### src/rtl/latch_ff_checker_sat_cnt.sv
// sat_cnt: clearable up-counter that sticks at all-ones instead of wrapping.
// Ports: clk, rst (async active-low), clr, inc, cnt[W-1:0].
module sat_cnt #(
    parameter int W = 8
) (
    input  logic         clk,
    input  logic         rst,
    input  logic         clr,
    input  logic         inc,
    output logic [W-1:0] cnt
);

    always_ff @(posedge clk or negedge rst) begin
        if (!rst) begin
            cnt <= '0;
        end else if (clr) begin
            cnt <= '0;
        end else if (inc && (cnt != {W{1'b1}})) begin
            cnt <= cnt + W'(1);
        end
    end

endmodule

### config.mk
export PLATFORM = sky130hd
export DESIGN_NAME = sat_cnt
export DESIGN_NICKNAME = d
export VERILOG_FILES = /design/src/rtl/latch_ff_checker_sat_cnt.sv
export SDC_FILE = /design/constraint.sdc
export NUM_CORES = 1
export LEC_CHECK = 0
export BUFFER_PORTS_ARGS = -buffer_cell sky130_fd_sc_hd__buf_2
export CAP_MARGIN = 15
export CORE_AREA = 2 2 39 41
export DETAILED_ROUTE_END_ITERATION = 16
export DIE_AREA = 0 0 41 43
export MAX_ROUTING_LAYER = met4
export PLACE_DENSITY = 0.69
export SETUP_SLACK_MARGIN = 0.02
export SYNTH_ARGS = -nofsm -noshare
export SYNTH_HDL_FRONTEND = slang
export SYNTH_SLANG_ARGS = --single-unit
### constraint.sdc
create_clock -name clk -period 1.55 [get_ports clk]
set_input_delay 0.155 -clock clk [delete_from_list [all_inputs] [get_ports clk]]
set_output_delay 0.155 -clock clk [all_outputs]
set_load 0.01 [all_outputs]
==> results_dict.tcl <==
set metrics [dict create \
    synth_area_leader_cell "dfrtp_1" \
    p_total_w 0.000454 \
    vias 434 \
    routedWlPerCell_um 12.5 \
    dominantRegCellSynth "dfrtp_1" \
    drv_slew 0 \
    yosysSeqAreaShare 0.431 \
    dieArea_um2 1760 \
    die_y_um 43 \
    setup_slack_ps 79.2 \
    synth_area_leaders "dfrtp_1, mux2_2, nor3_1, nand2b_1, nor2b_1" \
    first_pass_iters 4 \
    hold_viol_final 0 \
    drive_gt1_frac 0.364 \
    synth_area_um2 464 \
    min_period_ps 1470 \
    clk_path_buf_depth 2 \
    p_leak_nw 0.273 \
    holdCritPathClass "in -> reg" \
    synth_edf_count 0 \
    overflow 0 \
    start_kind "flop" \
    rsz0062_at_grt "true" \
    synth_cell_types 28 \
    regMostFlops "cnt" \
    dieWidth_um 41 \
    path_clk_slew_ps 60 \
    drv_cap 0 \
    cts_buffers 3 \
    ios 12 \
    post-route-drc-count 0 \
    slew_headroom 0.730 \
    ys_ff_latch 8 \
    critical-path-max-stage-delay_ps 400 \
    yosys.area_share.simple 0.310 \
    syn_avg_cell_area_um2 9.47 \
    grt_pass1_wl_um 1680 \
    drt_iter0_drc 4 \
    pwr_density_cell_nw_per_um2 760 \
    routed_wl_um 1020 \
    async_flop_share 1.00 \
    port_buffers 11 \
    largest_reg_flops 8 \
    synth_compound_area_frac 0.127 \
    synthAdderAreaFrac 0.0270 \
    placedInstanceArea_um2 561 \
    end_kind "flop" \
    grt_antenna_before_repair 0 \
    clock_skew_ps 9.92 \
    start_util 0.335 \
    tns_ps 0 \
    setup_viol 0 \
    cp_cell_sequence "ha_2, and4_2, a21boi_2, mux2_2" \
    path_max_fanout 5 \
    fmax_ghz 0.680 \
    pre_cts_slack_ps 86.0 \
    syn_nets 54 \
    h-tree-depth 1 \
    top_regs "cnt (8)" \
    critPathBufInv 0 \
    post_cts_buffers 0 \
    cp_slowest_cell "dfrtp_2" \
    syn2layout_area_growth_pct 28.6 \
    vias_per_cell 5.29 \
    clk_latency_ps 270 \
    synthMuxAreaShare 0.0701 \
    grt_max_degree 12 \
    synthCells 49 \
    worstMarginPinSlew_ps 394 \
    crit_type "reg -> reg" \
    synth_xor_area_frac 0 \
    outcome "complete, no violations" \
    finish.instance_area_um2 597 \
    antenna_cells 0 \
    synth_top_cell_area_share 0.431 \
    synth_most_common_cell "dfrtp_1" \
    clock-root-buffer "clkbuf_4" \
    gp_congestion 0.724 \
    ys_warn_count 0 \
    ir_drop_mv 0.289 \
    grt_pass1_vias 405 \
    cts.sinks 8 \
    worstPathRequired_ps 1700 \
    ant_nets 0 \
    num-nets-final 72 \
    core_um2 1380 \
    min_period_over_period 0.949 \
    cp.arrival_ps 1630 \
    synth_commonest_cells "dfrtp_1, nor3_1, a21oi_1, nand2b_1, nor2b_1" \
    synth_top_family_by_area "simple AND/OR/NAND/NOR gates" \
    critPathTopFamily "flip-flops" \
    grtUsageTotal 0.154 \
    cts_tree "done" \
    rows 14 \
]
cell families (layout without fill, tap and decap cells):
logic type | after synthesis | in the layout
AOI/OAI and AO/OA | 9 | 9
adders and majority gates | 1 | 1
buffers and inverters | 4 | 21
DFF | 8 | 8
muxes | 3 | 3
and+or+nand+nor | 24 | 24
final cells by class:
class / instances / area (µm²)
clock buffers: 4 / 26.3
flip-flops and latches: 8 / 201
multi-input cells: 37 / 254
fillers: 137 / 787
repair buffers: 15 / 87.6
inverters: 2 / 7.51
well taps: 16 / 20.0
worst paths after layout:
path | startpoint | endpoint | slack [ps] | cells after the start
max in group asynchronous | rst | cnt[0] | 1110 | 2
min in group asynchronous | rst | cnt[7] | 250 | 2
min reg2reg | cnt[7] | cnt[7] | 580 | 2
min | clr | cnt[7] | 200 | 2
max reg2reg | cnt[0] | cnt[0] | 80 | 4
max | cnt[0] | cnt[0] | 80 | 4
stage by stage:
| step | hold WS (ps) | utilization | cells |
|---|---|---|---|
| CTS | 195 | 0.431 | 82 |
| global placement | 8.77 | 0.405 | 77 |
| global route | 225 | 0.431 | 82 |
| floorplan | -141 | - | 49 |
| finish | 199 | 0.431 | 82 |
| detailed placement | 6.69 | 0.405 | 77 |
power breakdown:
group	switching (W)	internal [W]	total, W
Clock	0.0000823	0.0000992	0.000181
Combinational	0.0000286	0.0000250	0.0000537
Sequential	0.00000417	0.000214	0.000218
repair_timing:
| item | 4_1_cts | 5_1_grt |
|---|---|---|
| hold buffers | 1 | 0 |
| endpoints found under the hold margin | 8 | 0 |
| gates resized for setup | 0 | 0 |
| setup endpoints to repair | 0 | 2 |
layer usage:
metal / GRT usage / part of all wire / vias to the layer above
met5: - / 0 / -
met1: 0.186 / 0.44 / 199
met2: 0.203 / 0.47 / 16
li1: - / - / 215
met3: 0.0471 / 0.057 / 4
met4: 0.120 / 0.031 / 0
cell usage in the layout, fill, tap and decap left out:
master,Yosys,routed
dfrtp_1,8,7
buf_4,0,3
mux2i_1,1,1
mux2_2,2,2
nor2_1,2,2
dlygate4sd3_1,0,1
nor3_1,4,4
and4_1,1,1
nand3_1,2,2
ha_2,0,1
o21ai_0,1,1
nor4_1,1,1
clkbuf_4,0,3
nand2_1,2,2
dfrtp_2,0,1
a31oi_1,1,1
nor3b_1,1,1
a21boi_2,0,1
a21oi_1,3,3
and4_2,1,1
buf_2,1,11
or3_1,1,1
a2111oi_0,1,1
nand3_2,1,1
nand4_1,1,1
a41oi_1,1,1
a211oi_1,1,1
clkbuf_1,1,1
nand2b_1,3,3
and3_1,1,1
nor2b_1,3,3
inv_1,2,2
Note: power is estimated with default switching activity, not from simulation.
